$ cat src/rtl/controle_multiciclo_if.sv
`default_nettype none
// ============================================================================
// Module   : controle_multiciclo_if
// Purpose  : Interface bundling the multicycle controller's datapath bus.
// Revision : 1.0 - initial release
// ============================================================================
interface controle_multiciclo_if #(
    parameter int PC_W = 6
);
    logic            start;
    logic            modo;
    logic            parar;
    logic [15:0]     instrucao;
    logic [PC_W-1:0] pc_atual;

    logic            pc_inc;
    logic [2:0]      br_sel_e_sa;
    logic [2:0]      br_sel_sb;
    logic            br_hab_escrita;
    logic [1:0]      ex_controle;
    logic [10:0]     ex_constante;
    logic            mux_ula_sel;
    logic [7:0]      ula_op;
    logic [4:0]      flags_controle;
    logic            flags_we;
    logic            ocupado;
    logic            fim;
    logic            ilegal;
    logic [15:0]     cont_instr;

    modport master (
        output start, modo, parar, instrucao, pc_atual,
        input  pc_inc, br_sel_e_sa, br_sel_sb, br_hab_escrita, ex_controle,
               ex_constante, mux_ula_sel, ula_op, flags_controle, flags_we,
               ocupado, fim, ilegal, cont_instr
    );

    modport slave (
        input  start, modo, parar, instrucao, pc_atual,
        output pc_inc, br_sel_e_sa, br_sel_sb, br_hab_escrita, ex_controle,
               ex_constante, mux_ula_sel, ula_op, flags_controle, flags_we,
               ocupado, fim, ilegal, cont_instr
    );
endinterface
`default_nettype wire

$ cat src/rtl/controle_multiciclo.sv
`default_nettype none
// ============================================================================
// Module   : controle_multiciclo
// Purpose  : Multicycle control unit (FETCH/DECODE/EXEC/WRITE) with registered
//            datapath controls, single-step and continuous-run modes.
// Revision : 1.0 - initial release
// ============================================================================
module controle_multiciclo #(
    parameter int              PC_W     = 6,
    parameter logic [PC_W-1:0] END_PROG = 6'd63
) (
    input  logic                 clock,
    input  logic                 reset,
    controle_multiciclo_if.slave bus
);

    typedef enum logic [2:0] {
        S_IDLE   = 3'd0,
        S_FETCH  = 3'd1,
        S_DECODE = 3'd2,
        S_EXEC   = 3'd3,
        S_WRITE  = 3'd4
    } state_t;

    localparam logic [1:0] c_FMT_ILL  = 2'b00;
    localparam logic [1:0] c_FMT_ALU  = 2'b10;
    localparam logic [1:0] c_FMT_IMM1 = 2'b01;
    localparam logic [1:0] c_FMT_IMM2 = 2'b11;
    localparam logic [4:0] c_FLAGS_NONE = 5'b11111;

    state_t          r_state, w_state_nxt;
    logic [15:0]     r_ir, w_ir_nxt;
    logic [PC_W-1:0] r_pc_fetch, w_pc_fetch_nxt;
    logic            r_modo, w_modo_nxt;
    logic            r_start_d;
    logic            w_start_edge;
    logic            w_continue;
    logic [1:0]      w_fmt;

    logic            r_pc_inc,         w_pc_inc_nxt;
    logic [2:0]      r_br_sel_e_sa,    w_br_sel_e_sa_nxt;
    logic [2:0]      r_br_sel_sb,      w_br_sel_sb_nxt;
    logic            r_br_hab_escrita, w_br_hab_escrita_nxt;
    logic [1:0]      r_ex_controle,    w_ex_controle_nxt;
    logic [10:0]     r_ex_constante,   w_ex_constante_nxt;
    logic            r_mux_ula_sel,    w_mux_ula_sel_nxt;
    logic [7:0]      r_ula_op,         w_ula_op_nxt;
    logic [4:0]      r_flags_controle, w_flags_controle_nxt;
    logic            r_flags_we,       w_flags_we_nxt;
    logic            r_ocupado;
    logic            r_fim,            w_fim_nxt;
    logic            r_ilegal,         w_ilegal_nxt;
    logic [15:0]     r_cont_instr;

    assign w_start_edge = bus.start & ~r_start_d;
    // Mode is the value latched at launch; parar is checked live at retirement.
    assign w_continue   = r_modo & ~bus.parar & (r_pc_fetch != END_PROG);

    always_comb begin
        w_state_nxt    = r_state;
        w_ir_nxt       = r_ir;
        w_pc_fetch_nxt = r_pc_fetch;
        w_modo_nxt     = r_modo;
        unique case (r_state)
            S_IDLE: begin
                if (w_start_edge) begin
                    w_state_nxt = S_FETCH;
                    w_modo_nxt  = bus.modo;
                end
            end
            S_FETCH: begin
                w_state_nxt    = S_DECODE;
                w_ir_nxt       = bus.instrucao;
                w_pc_fetch_nxt = bus.pc_atual;
            end
            S_DECODE: begin
                if (r_ir[15:14] == c_FMT_ILL)
                    w_state_nxt = w_continue ? S_FETCH : S_IDLE;
                else
                    w_state_nxt = S_EXEC;
            end
            S_EXEC:  w_state_nxt = S_WRITE;
            S_WRITE: w_state_nxt = w_continue ? S_FETCH : S_IDLE;
            default: w_state_nxt = S_IDLE;
        endcase
    end

    // Outputs are decoded from the state/IR being entered so they register in step.
    assign w_fmt = w_ir_nxt[15:14];

    always_comb begin
        w_pc_inc_nxt         = 1'b0;
        w_br_sel_e_sa_nxt    = 3'd0;
        w_br_sel_sb_nxt      = 3'd0;
        w_br_hab_escrita_nxt = 1'b0;
        w_ex_controle_nxt    = 2'b00;
        w_ex_constante_nxt   = 11'd0;
        w_mux_ula_sel_nxt    = 1'b0;
        w_ula_op_nxt         = 8'd0;
        w_flags_controle_nxt = 5'd0;
        w_flags_we_nxt       = 1'b0;
        w_fim_nxt            = 1'b0;
        w_ilegal_nxt         = 1'b0;
        unique case (w_state_nxt)
            S_FETCH: w_pc_inc_nxt = 1'b1;
            S_DECODE, S_EXEC, S_WRITE: begin
                if (w_fmt == c_FMT_ALU) begin
                    w_br_sel_e_sa_nxt    = w_ir_nxt[5:3];
                    w_br_sel_sb_nxt      = w_ir_nxt[2:0];
                    w_mux_ula_sel_nxt    = 1'b0;
                    w_flags_controle_nxt = w_ir_nxt[10:6];
                    w_ula_op_nxt         = {w_fmt, w_ir_nxt[10], w_ir_nxt[10:6]};
                end else begin
                    w_br_sel_e_sa_nxt    = w_ir_nxt[13:11];
                    w_br_sel_sb_nxt      = 3'd0;
                    w_mux_ula_sel_nxt    = 1'b1;
                    w_flags_controle_nxt = c_FLAGS_NONE;
                    w_ula_op_nxt         = {w_fmt, w_ir_nxt[10], 5'd0};
                end
                if (w_fmt == c_FMT_IMM1) begin
                    w_ex_controle_nxt  = 2'b00;
                    w_ex_constante_nxt = w_ir_nxt[10:0];
                end else if (w_fmt == c_FMT_IMM2) begin
                    w_ex_controle_nxt  = w_ir_nxt[10] ? 2'b10 : 2'b01;
                    w_ex_constante_nxt = {3'b000, w_ir_nxt[7:0]};
                end
                if (w_state_nxt == S_EXEC)
                    w_flags_we_nxt = 1'b1;
                if (w_state_nxt == S_WRITE) begin
                    w_br_sel_e_sa_nxt    = w_ir_nxt[13:11];
                    w_br_hab_escrita_nxt = 1'b1;
                    w_fim_nxt            = 1'b1;
                end
                if (w_state_nxt == S_DECODE && w_fmt == c_FMT_ILL) begin
                    w_fim_nxt    = 1'b1;
                    w_ilegal_nxt = 1'b1;
                end
            end
            default: ;
        endcase
    end

    always_ff @(posedge clock or negedge reset) begin
        if (!reset) begin
            r_state          <= S_IDLE;
            r_ir             <= 16'd0;
            r_pc_fetch       <= '0;
            r_modo           <= 1'b0;
            r_start_d        <= 1'b0;
            r_pc_inc         <= 1'b0;
            r_br_sel_e_sa    <= 3'd0;
            r_br_sel_sb      <= 3'd0;
            r_br_hab_escrita <= 1'b0;
            r_ex_controle    <= 2'b00;
            r_ex_constante   <= 11'd0;
            r_mux_ula_sel    <= 1'b0;
            r_ula_op         <= 8'd0;
            r_flags_controle <= 5'd0;
            r_flags_we       <= 1'b0;
            r_ocupado        <= 1'b0;
            r_fim            <= 1'b0;
            r_ilegal         <= 1'b0;
            r_cont_instr     <= 16'd0;
        end else begin
            r_state          <= w_state_nxt;
            r_ir             <= w_ir_nxt;
            r_pc_fetch       <= w_pc_fetch_nxt;
            r_modo           <= w_modo_nxt;
            r_start_d        <= bus.start;
            r_pc_inc         <= w_pc_inc_nxt;
            r_br_sel_e_sa    <= w_br_sel_e_sa_nxt;
            r_br_sel_sb      <= w_br_sel_sb_nxt;
            r_br_hab_escrita <= w_br_hab_escrita_nxt;
            r_ex_controle    <= w_ex_controle_nxt;
            r_ex_constante   <= w_ex_constante_nxt;
            r_mux_ula_sel    <= w_mux_ula_sel_nxt;
            r_ula_op         <= w_ula_op_nxt;
            r_flags_controle <= w_flags_controle_nxt;
            r_flags_we       <= w_flags_we_nxt;
            r_ocupado        <= (w_state_nxt != S_IDLE);
            r_fim            <= w_fim_nxt;
            r_ilegal         <= w_ilegal_nxt;
            if (w_fim_nxt)
                r_cont_instr <= r_cont_instr + 16'd1;
        end
    end

    assign bus.pc_inc         = r_pc_inc;
    assign bus.br_sel_e_sa    = r_br_sel_e_sa;
    assign bus.br_sel_sb      = r_br_sel_sb;
    assign bus.br_hab_escrita = r_br_hab_escrita;
    assign bus.ex_controle    = r_ex_controle;
    assign bus.ex_constante   = r_ex_constante;
    assign bus.mux_ula_sel    = r_mux_ula_sel;
    assign bus.ula_op         = r_ula_op;
    assign bus.flags_controle = r_flags_controle;
    assign bus.flags_we       = r_flags_we;
    assign bus.ocupado        = r_ocupado;
    assign bus.fim            = r_fim;
    assign bus.ilegal         = r_ilegal;
    assign bus.cont_instr     = r_cont_instr;

endmodule
`default_nettype wire
$ cat src/flat_wrapper.sv
// flat-port wrapper written by rule: the top's interface ports become plain ports
module controle_multiciclo_flat 
#(
    parameter int              PC_W     = 6,
    parameter logic [PC_W-1:0] END_PROG = 6'd63
)
  (clock, reset, bus_start, bus_modo, bus_parar, bus_instrucao, bus_pc_atual, bus_pc_inc, bus_br_sel_e_sa, bus_br_sel_sb, bus_br_hab_escrita, bus_ex_controle, bus_ex_constante, bus_mux_ula_sel, bus_ula_op, bus_flags_controle, bus_flags_we, bus_ocupado, bus_fim, bus_ilegal, bus_cont_instr);
  controle_multiciclo_if #(.PC_W(PC_W)) bus_i ();
  input  logic clock;
  input  logic reset;
  input wire logic [$bits(bus_i.start)-1:0] bus_start;
  input wire logic [$bits(bus_i.modo)-1:0] bus_modo;
  input wire logic [$bits(bus_i.parar)-1:0] bus_parar;
  input wire logic [$bits(bus_i.instrucao)-1:0] bus_instrucao;
  input wire logic [$bits(bus_i.pc_atual)-1:0] bus_pc_atual;
  output wire logic [$bits(bus_i.pc_inc)-1:0] bus_pc_inc;
  output wire logic [$bits(bus_i.br_sel_e_sa)-1:0] bus_br_sel_e_sa;
  output wire logic [$bits(bus_i.br_sel_sb)-1:0] bus_br_sel_sb;
  output wire logic [$bits(bus_i.br_hab_escrita)-1:0] bus_br_hab_escrita;
  output wire logic [$bits(bus_i.ex_controle)-1:0] bus_ex_controle;
  output wire logic [$bits(bus_i.ex_constante)-1:0] bus_ex_constante;
  output wire logic [$bits(bus_i.mux_ula_sel)-1:0] bus_mux_ula_sel;
  output wire logic [$bits(bus_i.ula_op)-1:0] bus_ula_op;
  output wire logic [$bits(bus_i.flags_controle)-1:0] bus_flags_controle;
  output wire logic [$bits(bus_i.flags_we)-1:0] bus_flags_we;
  output wire logic [$bits(bus_i.ocupado)-1:0] bus_ocupado;
  output wire logic [$bits(bus_i.fim)-1:0] bus_fim;
  output wire logic [$bits(bus_i.ilegal)-1:0] bus_ilegal;
  output wire logic [$bits(bus_i.cont_instr)-1:0] bus_cont_instr;
  assign bus_i.start = bus_start;
  assign bus_i.modo = bus_modo;
  assign bus_i.parar = bus_parar;
  assign bus_i.instrucao = bus_instrucao;
  assign bus_i.pc_atual = bus_pc_atual;
  assign bus_pc_inc = bus_i.pc_inc;
  assign bus_br_sel_e_sa = bus_i.br_sel_e_sa;
  assign bus_br_sel_sb = bus_i.br_sel_sb;
  assign bus_br_hab_escrita = bus_i.br_hab_escrita;
  assign bus_ex_controle = bus_i.ex_controle;
  assign bus_ex_constante = bus_i.ex_constante;
  assign bus_mux_ula_sel = bus_i.mux_ula_sel;
  assign bus_ula_op = bus_i.ula_op;
  assign bus_flags_controle = bus_i.flags_controle;
  assign bus_flags_we = bus_i.flags_we;
  assign bus_ocupado = bus_i.ocupado;
  assign bus_fim = bus_i.fim;
  assign bus_ilegal = bus_i.ilegal;
  assign bus_cont_instr = bus_i.cont_instr;
  controle_multiciclo #(.PC_W(PC_W), .END_PROG(END_PROG)) u_core (.clock(clock), .reset(reset), .bus(bus_i));
endmodule
$ cat config.mk
export PLATFORM = sky130hd
export DESIGN_NAME = controle_multiciclo_flat
export DESIGN_NICKNAME = d
export VERILOG_FILES = /design/src/rtl/controle_multiciclo_if.sv /design/src/rtl/controle_multiciclo.sv /design/src/flat_wrapper.sv
export SDC_FILE = /design/constraint.sdc
export NUM_CORES = 1
export LEC_CHECK = 0
export BUFFER_PORTS_ARGS = -buffer_cell sky130_fd_sc_hd__buf_4
export CORE_MARGIN = 5
export CORE_UTILIZATION = 45
export CTS_BUF_LIST = sky130_fd_sc_hd__clkbuf_4 sky130_fd_sc_hd__clkbuf_8
export DETAILED_ROUTE_END_ITERATION = 10
export PLACE_DENSITY = 0.73
export SLEW_MARGIN = 20
export SYNTH_ARGS = -nofsm -noshare
export SYNTH_HDL_FRONTEND = slang
export SYNTH_SLANG_ARGS = --single-unit
$ cat constraint.sdc
create_clock -name clock -period 2.6 [get_ports clock]
set_input_delay 0.26 -clock clock [delete_from_list [all_inputs] [get_ports clock]]
set_output_delay 0.26 -clock clock [all_outputs]
set_load 0.03 [all_outputs]
# After elaboration in Yosys (flattened, before gate mapping)
# Cells that the tools add are included.
[op_classes] n_addsub=1 eq_ne=12 mux=32 n_bitwise=5 reduce_logical=7
[op_table] operator="$mux W11" count=2
[op_table] operator="$mux W3" count=7
[op_table] operator="$add A16 B1 Y16 const B" count=1
[op_table] operator="$mux W16" count=1
[op_table] operator="$mux W8" count=2
[op_table] operator="$mux W5" count=3
[op_table] operator="$pmux W3 S5" count=1
[op_table] operator="$eq A3 B2 Y1 const B" count=4
[op_table] operator="$mux W1" count=12
[op_table] operator="$mux W2" count=4
[op_table] operator="$eq A3 B1 Y1 const B" count=2
[op_table] operator="$eq A3 B3 Y1 const B" count=2
[op_table] operator="$ne A6 B6 Y1 const B" count=1
[op_table] operator="$eq A2 B2 Y1 const B" count=2
[op_table] operator="$logic_not A2 Y1" count=2
[op_table] operator="$and A1 B1 Y1" count=3
[op_table] operator="$logic_not A3 Y1" count=1
[op_table] operator="$reduce_bool A3 Y1" count=1
[op_table] operator="$reduce_or A3 Y1" count=1
[op_table] operator="$eq A2 B1 Y1 const B" count=1
[op_table] operator="$not A1 Y1" count=2
[op_table] operator="$reduce_and A2 Y1" count=1
[op_table] operator="$logic_and A1 B1 Y1" count=1
[word_totals] reg_bits=82 input_bits=27 output_inout_bits=55 wordCells=76

# Logic depth before layout (Yosys ltp)
# Gate-level depths: netlist (run 1).
[depth] ltp_word=10 depth_mapped=7 ltp_nobuf=6

# Least setup slack after synthesis (run 1)
# No wires, ideal clock.
[synth_timing] kind="reg2reg" from="reg u_core.r_cont_instr[2], in the netlist u_core.bus.cont_instr[2]" to="reg u_core.r_cont_instr[11], in the netlist u_core.bus.cont_instr[11]" setup_ns=0.135 t_arrival_ns=1.508 t_required_ns=2.465 setup_slack_ns=0.957 path_stages_with_launch=5 n_path_buf=0 period_less_slack_ns=1.643 path_cell_list="dfrtp_1 -> nand4_1 -> nor4b_1 -> nand3_1 -> xnor2_1"
[synth_via] elab_chain_len=1
[synth_lines] element="start: declaration" line_no="controle_multiciclo.sv:53" rtl="logic [15:0] r_cont_instr;"
[synth_lines] element="start signal: assignment" line_no="controle_multiciclo.sv:184" rtl="r_cont_instr <= r_cont_instr + 16'd1;"
[synth_lines] element="$add A16 B1 Y16" line_no="controle_multiciclo.sv:184"
# Every way passes these cells.
# A chain may end at the register's enable or synchronous reset.

# Final worst setup path (run 1)
[layout_timing] from="reg u_core.r_state[1]" to="reg u_core.r_ula_op[1], in the netlist u_core.bus.ula_op[1]"
[layout_via] elab_chain_len=5 word_cells_on_any_way=15 cone_classes="eq/ne: 8; mux: 5; reduce/logical: 2"
[layout_lines] element="start: declaration" line_no="controle_multiciclo.sv:31" rtl="state_t r_state, w_state_nxt;"
[layout_lines] element="start signal: assignment" line_no="controle_multiciclo.sv:165" rtl="r_state <= w_state_nxt;"
[layout_lines] element="$eq A3 B3 Y1, or another cell as far along" line_no="controle_multiciclo.sv:64" rtl="unique case (r_state)"
[layout_lines] element="$pmux W3 S5 / $mux W16 (equally long branches)" line_no="controle_multiciclo.sv:64"
[layout_lines] element="$eq A3 B2 Y1, or another cell as far along" line_no="controle_multiciclo.sv:104" rtl="unique case (w_state_nxt)"
[layout_lines] element="$reduce_or A3 Y1 / $mux W5 (equally long branches)" line_no="controle_multiciclo.sv:104, controle_multiciclo.sv:107"
[layout_lines] element="$mux W8 (*)" line_no="controle_multiciclo.sv:104"
[layout_lines] element="net u_core.w_ula_op_nxt[1]" line_no="controle_multiciclo.sv:47" rtl="logic [7:0] r_ula_op, w_ula_op_nxt;"
[layout_lines] element="end signal: assignment" line_no="controle_multiciclo.sv:177" rtl="r_ula_op <= w_ula_op_nxt;"
[layout_lines] element="end: declaration" line_no="controle_multiciclo.sv:47"
# Mark *: on every way through the listed nets, which the timed path passes. The rest lies on a longest branch.

==> results of run 1 <==
==> cell type report <==
cell class | instances | area [um^2]
sequential | 82 | 2052
multi-input combinational | 151 | 985.9
clock inverter | 5 | 53.80
tap | 96 | 120.1
timing repair buffer | 83 | 629.4
inverter | 15 | 56.30
fill | 564 | 2751
clock buffer | 11 | 145.1
==> state kept, by name (all words and copies together), names as in the netlist <==
signal,cells
u_core.r_state,3
u_core.bus.cont_instr,16
u_core.bus.ex_controle,2
u_core.r_pc_fetch,6
u_core.bus.pc_inc,1
u_core.r_start_d,1
u_core.bus.br_hab_escrita,1
u_core.r_modo,1
u_core.r_ir,16
u_core.bus.ocupado,1
u_core.bus.flags_we,1
u_core.bus.br_sel_sb,3
u_core.bus.br_sel_e_sa,3
u_core.bus.ilegal,1
u_core.bus.fim,1
u_core.bus.ula_op,8
u_core.bus.ex_constante,11
u_core.bus.flags_controle,5
u_core.bus.mux_ula_sel,1
==> kinds of logic (layout without fill, tap and decap cells) <==
kind of cell	Yosys count	in the layout
AND/OR/NAND/NOR	93	93
buffers and inverters	21	114
multiplexers	25	25
AO/OA/AOI/OAI	17	17
flip-flops	82	82
XOR/XNOR	15	15
adder cells (fa/ha/maj)	1	1
==> cell usage after synthesis, types with 3 or more instances <==
library cell and count:
nor2_1 35, mux2_2 14, xnor2_1 7, inv_1 15, mux2i_1 10, nand2_1 15, nand4_1 3, nand3_1 9
and4_1 3, dfrtp_1 82, and2_1 3, xor2_1 8, or2_0 3, a21oi_1 10, nor3_1 5, nand2b_1 5
==> metrics by stage <==
step                      setup slack (ps)  hold slack [ps]
after detailed placement             802.5            384.8
after CTS                            783.0            20.26
after floorplan                      956.6           -35.59
final                                752.9            43.73
after global placement               833.2            384.9
after global routing                 572.3            20.51
==> worst max-delay path: stages, from the launching register on <==
cell	delay, ps
dfrtp_1	500
or3b_1	450
o22ai_2	340
nand2_1	310
nor2_1	180
==> power breakdown <==
part	total, mW	internal (mW)	switching [mW]
Sequential	1.95	1.72	0.234
Clock	0.906	0.478	0.428
Combinational	1.90	0.729	1.17
==> what timing repair did <==
action | in CTS | in global routing
resized for setup | 0 | 0
buffers inserted | 0 | 0
endpoints found under the hold margin | 0 | 15
hold buffers | 0 | 1
==> worst max-delay path by stage <==
stage                                   startpoint                         to  slack (ps)
after floorplan           u_core.bus.cont_instr[2]  u_core.bus.cont_instr[11]         960
after global placement           u_core.r_state[1]    u_core.bus.br_sel_sb[2]         830
after detailed placement         u_core.r_state[1]       u_core.bus.ula_op[1]         800
after CTS                        u_core.r_state[1]       u_core.bus.ula_op[1]         780
after global routing             u_core.r_state[1]       u_core.bus.ula_op[2]         570
final                            u_core.r_state[1]       u_core.bus.ula_op[1]         750
==> layer usage <==
metal	vias up	part of all wire	global-route usage
met1	1022	0.42	0.1903
met3	2	0.060	0.04505
met2	56	0.52	0.2704
met5	-	0	0
met4	0	0.0059	0.06471
li1	1016	-	-
==> reports/qor.csv, run 1 <==
stage;metric;value;unit
synth;syn_inst;254;
synth;synth_compound_area_frac;0.03275;
clock_network;ctsLongestPathBuffers;2;
clock_network;clk_latency;340;ps
placed_design;dp.cells;426;
synth;synthAdderAreaFrac;0.003994;
power_and_ir_drop;power.total;4.758;mW
worst_hold_path;min_path_cells;1;
power_and_ir_drop;p_per_area;1177;nW/um^2
synth;syn_area;3133;um^2
floorplan;core;6794;um^2
clock_network;cts_htree_levels;3;
synth;ys_ff_latch;82;
grt;first_global_vias;2231;
clock_network;numCtsBuffers;9;
synth;synth_edf_count;0;
layout;nNetsFinal;370;
grt;grt_use_total;0.1594;
layout;areaGrowthSynthToFinish;29.03;%
setup_path;cp.required;2860;ps
floorplan;initial_core_util;0.4611;
power_and_ir_drop;vdd_drop_max;0.5902;mV
placed_design;port_buffers;81;
grt;grt_start_max_net_pins;83;
synth;synthMuxAreaShare;0.08666;
run;maxCapViolations;0;
synth;async_reset_ff_frac;1.000;
routing;drtAntennaViolNets;0;
setup_path;rr_startpoint;u_core.r_state[1];
placed_design;place_hpwl;4556;um
synth;yosys_warnings;0;
power_and_ir_drop;leakagePower;2.060;nW
routing;via_count;2096;
setup_path;end_kind;register;
timing;fin_skew;9.933;ps
synth;yosysTopAreaCellShare;0.6550;
setup_path;r2r-end;u_core.bus.ula_op[1];
placed_design;dpl-instance-area;3830;um^2
timing;slew_headroom;0.5279;
timing;fin_crit_sh;0.7104;
timing;setup_tns;0;ps
timing;finalSetupViolations;0;
timing;period_needed;1847;ps
synth;synth_top_family_by_area;simple AND/OR/NAND/NOR gates;
layout;layout_common_cells;82 x dfrtp_1, 81 x buf_4, 35 x nor2_1;
setup_path;crit_type;register to register;
routing;drtIter0Drc;109;
synth;yosysSeqAreaShare;0.6550;
synth;synth-xor-area-share;0.04193;
routing;wirelength;6467;um
setup_path;worst_ep_arrival_time;2110;ps
placed_design;routabilityCongestion;0.8784;
grt;antenna_found_initial;0;
clock_network;cts_tree;done;
routing;wire_per_inst;14.60;um
timing;tightest_slew;708.2;ps
grt;grt-ovfl-total;0;
timing;fmaxAchievable;541.4;MHz
layout;fin_cells;443;
routing;viasPerCell;4.731;
layout;antennaDiodeCount;0;
floorplan;dieArea;8731;um^2
worst_hold_path;hold_path.class;input port to register;
floorplan;dieHeight;93.44;um
timing;rsz0062_at_grt;false;
status;status;completed;
layout;layout_commonest_cell;dfrtp_1;
routing;drc;0;
synth;synth_nets;282;
synth;syn_avg_cell_area;12.33;um^2
layout;final_util;0.5950;
setup_path;start_kind;register;
layout;finish.instance_area;4043;um^2
timing;drv_slew;0;
floorplan;die_w;93.44;um
timing;hold_viol;0;
setup_path;r2r_cells;4;
floorplan;ios;82;
synth;synth-main-ff-cell;dfrtp_1;
setup_path;crit_fanout;13;
layout;drive_above_1_share;0.3372;
synth;yosysTopAreaCell;dfrtp_1;
synth;synthTopCellsByArea;dfrtp_1 65%, mux2_2 5.0%, nor2_1 4.2%, mux2i_1 3.2%, xor2_1 2.2%;
setup_path;ff2ff_setup_slack;750;ps
synth;yosys.area_share.simple;0.1478;
grt;grt_pass1_wl;10740;um
synth;synth_cell_types;37;
clock_network;cts.clk_slew.worst_paths;80;ps
worst_hold_path;min_from;bus_start;
clock_network;cts.sinks;82;
clock_network;clockRootBuffer;clkbuf_8;
floorplan;rows;30;
routing;first_pass_iters;4;
worst_hold_path;whs_endpoint;u_core.r_start_d;
Note: power is estimated with default switching activity, not from simulation.
==> run 2: changes to the inputs <==
- clock period: 2.6 -> 1.75 ns (I/O delays scaled with it)
==> run 2 against run 1 <==
Compared with the run above: routed wire length rose by 1.5%; combinational power increased by 58%; critical path depth rose by 1; sequential cell count did not move; clock-buffer cell count decreased by 2; power grew 53%; sequential share of layout area down 1.4 points; largest power group is now combinational logic.
==> reports/qor.csv, run 2 (synthesis gave the netlist of run 1 again) <==
stage;metric;value;unit
setup_path;path_delay_family;flip-flops;
grt;grt_pass1_wl;11120;um
timing;fmaxAchievable;604.9;MHz
grt;first_global_vias;2304;
placed_design;port_buffers;81;
setup_path;cp_cell_sequence;nor3b_2, buf_12, mux2_2, nand2_1, nor2_1;
layout;layout_common_cells;87 x buf_4, 81 x dfrtp_1, 35 x nor2_1;
timing;tightest_slew;460.5;ps
clock_network;cts.sinks;82;
clock_network;cts.clk_slew.worst_paths;90;ps
timing;period_needed;1653;ps
clock_network;clockRootBuffer;clkbuf_8;
power_and_ir_drop;leakagePower;2.104;nW
routing;wirelength;6567;um
layout;fill_cells;575;
clock_network;cts_tree;done;
status;status;completed;
routing;wire_per_inst;14.56;um
setup_path;start_kind;register;
layout;layout_commonest_cell;buf_4;
setup_path;max_stage_delay;470;ps
grt;grt_start_max_net_pins;36;
layout;antennaDiodeCount;0;
timing;fin_hold_ws;38.20;ps
setup_path;crit_path_top_delay_cell;dfrtp_1;
timing;slew_headroom;0.6907;
floorplan;dieHeight;93.44;um
clock_network;numCtsBuffers;9;
timing;finalSetupViolations;0;
floorplan;die_w;93.44;um
clock_network;cts_htree_levels;3;
timing;drv_slew;0;
floorplan;core;6794;um^2
worst_hold_path;hold_path.class;input port to register;
floorplan;dieArea;8731;um^2
placed_design;place_hpwl;4809;um
floorplan;ios;82;
grt;grt-ovfl-total;0;
routing;viasPerCell;4.785;
setup_path;cp.required;1970;ps
routing;first_pass_iters;4;
placed_design;routabilityCongestion;0.8665;
routing;drc;0;
timing;fin_crit_sh;0.9446;
timing;fin_skew;10.04;ps
grt;grt_use_total;0.1637;
setup_path;worst_ep_arrival_time;1880;ps
grt;antenna_found_initial;0;
clock_network;clk_latency;350;ps
layout;areaGrowthSynthToFinish;32.71;%
layout;drive_above_1_share;0.3606;
timing;setup_tns;0;ps
layout;finish.instance_area;4158;um^2
setup_path;crit_type;register to register;
run;maxCapViolations;0;
power_and_ir_drop;vdd_drop_max;1.030;mV
setup_path;end_kind;register;
floorplan;initial_core_util;0.4611;
placed_design;dpl-instance-area;3908;um^2
floorplan;rows;30;
setup_path;path_buf_inv;1;
power_and_ir_drop;power.total;7.285;mW
timing;rsz0062_at_grt;false;
clock_network;ctsLongestPathBuffers;2;
setup_path;crit_fanout;26;
routing;drtIter0Drc;100;
routing;drtAntennaViolNets;0;
layout;nNetsFinal;378;
routing;via_count;2158;
power_and_ir_drop;p_per_area;1752;nW/um^2
timing;hold_viol;0;
run 2: power breakdown:
part | total (mW) | internal (mW) | switching [mW]
clock network | 1.41 | 0.687 | 0.723
registers | 2.87 | 2.55 | 0.321
logic | 3.00 | 1.20 | 1.81
total | 7.29 | 4.43 | 2.85
run 2: final timing paths:
| kind | endpoint | cells after the start | start | slack (ps) |
|---|---|---|---|---|
| hold / removal | u_core.bus.ilegal | 2 | bus_instrucao[15] | 40 |
| max in group asynchronous | u_core.bus.ula_op[4] | 3 | reset | 810 |
| min in group asynchronous | u_core.bus.cont_instr[7] | 2 | reset | 320 |
| setup / recovery | u_core.bus.ex_controle[1] | 5 | u_core.r_state[2] | 100 |
| hold reg to reg | u_core.bus.cont_instr[15] | 1 | u_core.bus.cont_instr[15] | 480 |
| setup reg to reg | u_core.bus.ex_controle[1] | 5 | u_core.r_state[2] | 100 |
run 2: area by class of cell:
type / instances / area (um^2) / share of cell area
Multi-Input combinational cell: 151 / 1007 / 0.2423
Clock buffer: 9 / 123.9 / 0.02979
Inverter: 15 / 56.30 / 0.01354
Clock inverter: 7 / 83.83 / 0.02016
Sequential cell: 82 / 2053 / 0.4938
Tap cell: 96 / 120.1 / 0.02889
Timing Repair Buffer: 91 / 713.2 / 0.1715
run 2: through the flow:
stage               std cells  setup WS (ps)  utilization
floorplan                 254          106.6            -
CTS                       451          90.62       0.6087
finish                    451          96.88       0.6120
global placement          433          153.0       0.5751
detailed placement        433          108.0       0.5751
global route              451          1.709       0.6120
run 2: timing repair:
item / in CTS / in global routing
gates resized for setup: 0 / 5
hold endpoints to repair: 34 / 0
buffers inserted: 0 / 0
hold buffers: 2 / 0
endpoints found under the setup margin: 0 / 13
run 2: layer usage:
layer  vias up  share of wire  wire length, um  GRT usage
li1       1033              -                -          -
met1      1065           0.44             2883     0.2094
met2        54           0.50             3293     0.2680
met3         6          0.048              314    0.04023
met4         0          0.012               76    0.06349
met5         -              0                0          0
==> run 3: changes to the inputs <==
- GPL_TIMING_DRIVEN: not set -> 0
- SKIP_CTS_REPAIR_TIMING: not set -> 1
- SLEW_MARGIN: 20 -> not set
==> run 3 against run 2 <==
Compared with the run above: clock power barely moved; highest routed layer unchanged; clock-buffer cell count rose by 1; the flow now finishes with violations (negative hold slack); clock skew fell by 0.90 ps; sequential power barely moved; largest power group unchanged; largest cell class unchanged.
==> reports/qor.csv, run 3 (synthesis gave the netlist of run 1 again) <==
stage;metric;value;unit
layout;nNetsFinal;379;
routing;drtIter0Drc;73;
routing;wirelength_met1;2803;um
power_and_ir_drop;power_frac_seq;0.386;
placed_design;routabilityCongestion;0.7973;
clock_network;ctsLongestPathBuffers;2;
timing;period_needed;1637;ps
routing;drtAntennaViolNets;0;
setup_path;max_stage_delay;350;ps
floorplan;initial_core_util;0.4611;
routing;dr_wl_met2;3215;um
floorplan;dieArea;8731;um^2
routing;wirelength;6475;um
timing;hold_viol;14;
layout;drive_above_1_share;0.3652;
timing;tightest_slew;994.2;ps
placed_design;port_buffers;81;
timing;fin_hold_ws;-30.16;ps
floorplan;die_w;93.44;um
timing;fmaxAchievable;610.9;MHz
floorplan;dieHeight;93.44;um
timing;slew_headroom;0.3372;
layout;areaGrowthSynthToFinish;33.27;%
power_and_ir_drop;p_per_area;1771;nW/um^2
power_and_ir_drop;power.switching;2.857;mW
setup_path;cp.required;1990;ps
power_and_ir_drop;power_frac_clock;0.190;
status;violations;negative hold slack;
setup_path;crit_path_top_delay_cell;mux2_2;
power_and_ir_drop;p_comb_frac;0.424;
grt;grt_pass1_wl;10780;um
grt;antenna_found_initial;0;
setup_path;cp_cell_sequence;clkbuf_4, nor3b_2, buf_4, buf_12, mux2_2, nand2_1, nor2_1;
clock_network;cts_tree;done;
run;maxCapViolations;0;
placed_design;place_hpwl;4571;um
setup_path;crit_type;register to register;
worst_hold_path;hold_path.class;input port to async pin;
clock_network;cts_htree_levels;3;
power_and_ir_drop;p_int;4.538;mW
floorplan;ios;82;
grt;grt_start_max_net_pins;83;
routing;dr_wl_met3;350;um
clock_network;clk_latency;350;ps
routing;wire_per_inst;14.33;um
clock_network;clockRootBuffer;clkbuf_8;
setup_path;crit_fanout;10;
grt;grt-ovfl-total;0;
setup_path;start_kind;register;
status;status;complete, but fails checks;
setup_path;end_kind;register;
timing;drv_slew;0;
clock_network;numCtsBuffers;9;
routing;highest_layer;met4;
layout;layout_common_cells;86 x buf_4, 82 x dfrtp_1, 35 x nor2_1;
power_and_ir_drop;power.total;7.395;mW
grt;grt_use_total;0.1602;
floorplan;core;6794;um^2
routing;via_count;2118;
routing;viasPerCell;4.686;
layout;layout_commonest_cell;buf_4;
timing;finalSetupViolations;0;
power_and_ir_drop;leakagePower;2.111;nW
timing;rsz0062_at_grt;false;
grt;first_global_vias;2153;
setup_path;worst_ep_arrival_time;1870;ps
routing;drc;0;
timing;fin_crit_sh;0.9354;
power_and_ir_drop;vdd_drop_max;0.8363;mV
power_and_ir_drop;swShare;0.3864;
layout;antennaDiodeCount;0;
routing;first_pass_iters;4;
floorplan;rows;30;
timing;fin_skew;9.143;ps
clock_network;cts.clk_slew.worst_paths;90;ps
clock_network;cts.sinks;82;
==> run 3: routing by layer <==
layer | GRT usage | vias to the layer above
li1 | - | 1033
met1 | 0.2119 | 1021
met2 | 0.2478 | 53
met3 | 0.04023 | 11
met4 | 0.07326 | 0
met5 | 0 | -
==> run 3: worst paths after layout <==
path / end / depth (start not counted) / slack [ps] / start
hold reg to reg: u_core.bus.cont_instr[15] / 1 / 480 / u_core.bus.cont_instr[15]
max in group asynchronous: u_core.bus.cont_instr[11] / 1 / 1110 / reset
hold / removal: u_core.bus.cont_instr[4] / 1 / -30 / reset
setup / recovery: u_core.bus.ex_controle[1] / 7 / 110 / u_core.r_state[0]
min in group clock: u_core.bus.ilegal / 2 / 40 / bus_instrucao[15]
setup reg to reg: u_core.bus.ex_controle[1] / 7 / 110 / u_core.r_state[0]
==> run 3: layout make-up <==
class	instances	area, um^2
fill	555	2619
sequential	82	2052
multi-input combinational	151	1028
timing repair buffer	86	648.1
clock buffer	10	137.6
tap	96	120.1
clock inverter	6	72.57
buffer	6	60.06
inverter	15	56.30
==> run 3: critical path: cells and delay by family (launching register included) <==
kind,cells,cell delay [ps]
DFF,1,330
muxes,1,350
buffers and inverters,3,510
and+or+nand+nor,3,340
==> run 3: metrics by stage <==
stage               worst slack (ps)  instance area, um^2  utilization  setup TNS (ps)  cells
finish                         113.1                 4175       0.6145               0    452
global route                   8.412                 4175       0.6145               0    452
CTS                           -88.67                 4071       0.5993          -547.0    447
detailed placement            -60.16                 3861       0.5683          -235.8    431
global placement              -23.73                 3861       0.5683          -65.39    431
floorplan                      106.6                 3133            -               0    254
==> run 3: power groups by stage <==
stage                     clock [mW]  combinational, mW  sequential (mW)
after floorplan                    0               1.28             3.53
after global placement             0               2.92             2.87
after detailed placement           0               2.98             2.88
after CTS                       1.45               3.00             2.84
after global routing            1.53               3.41             2.93
final                           1.41               3.13             2.86
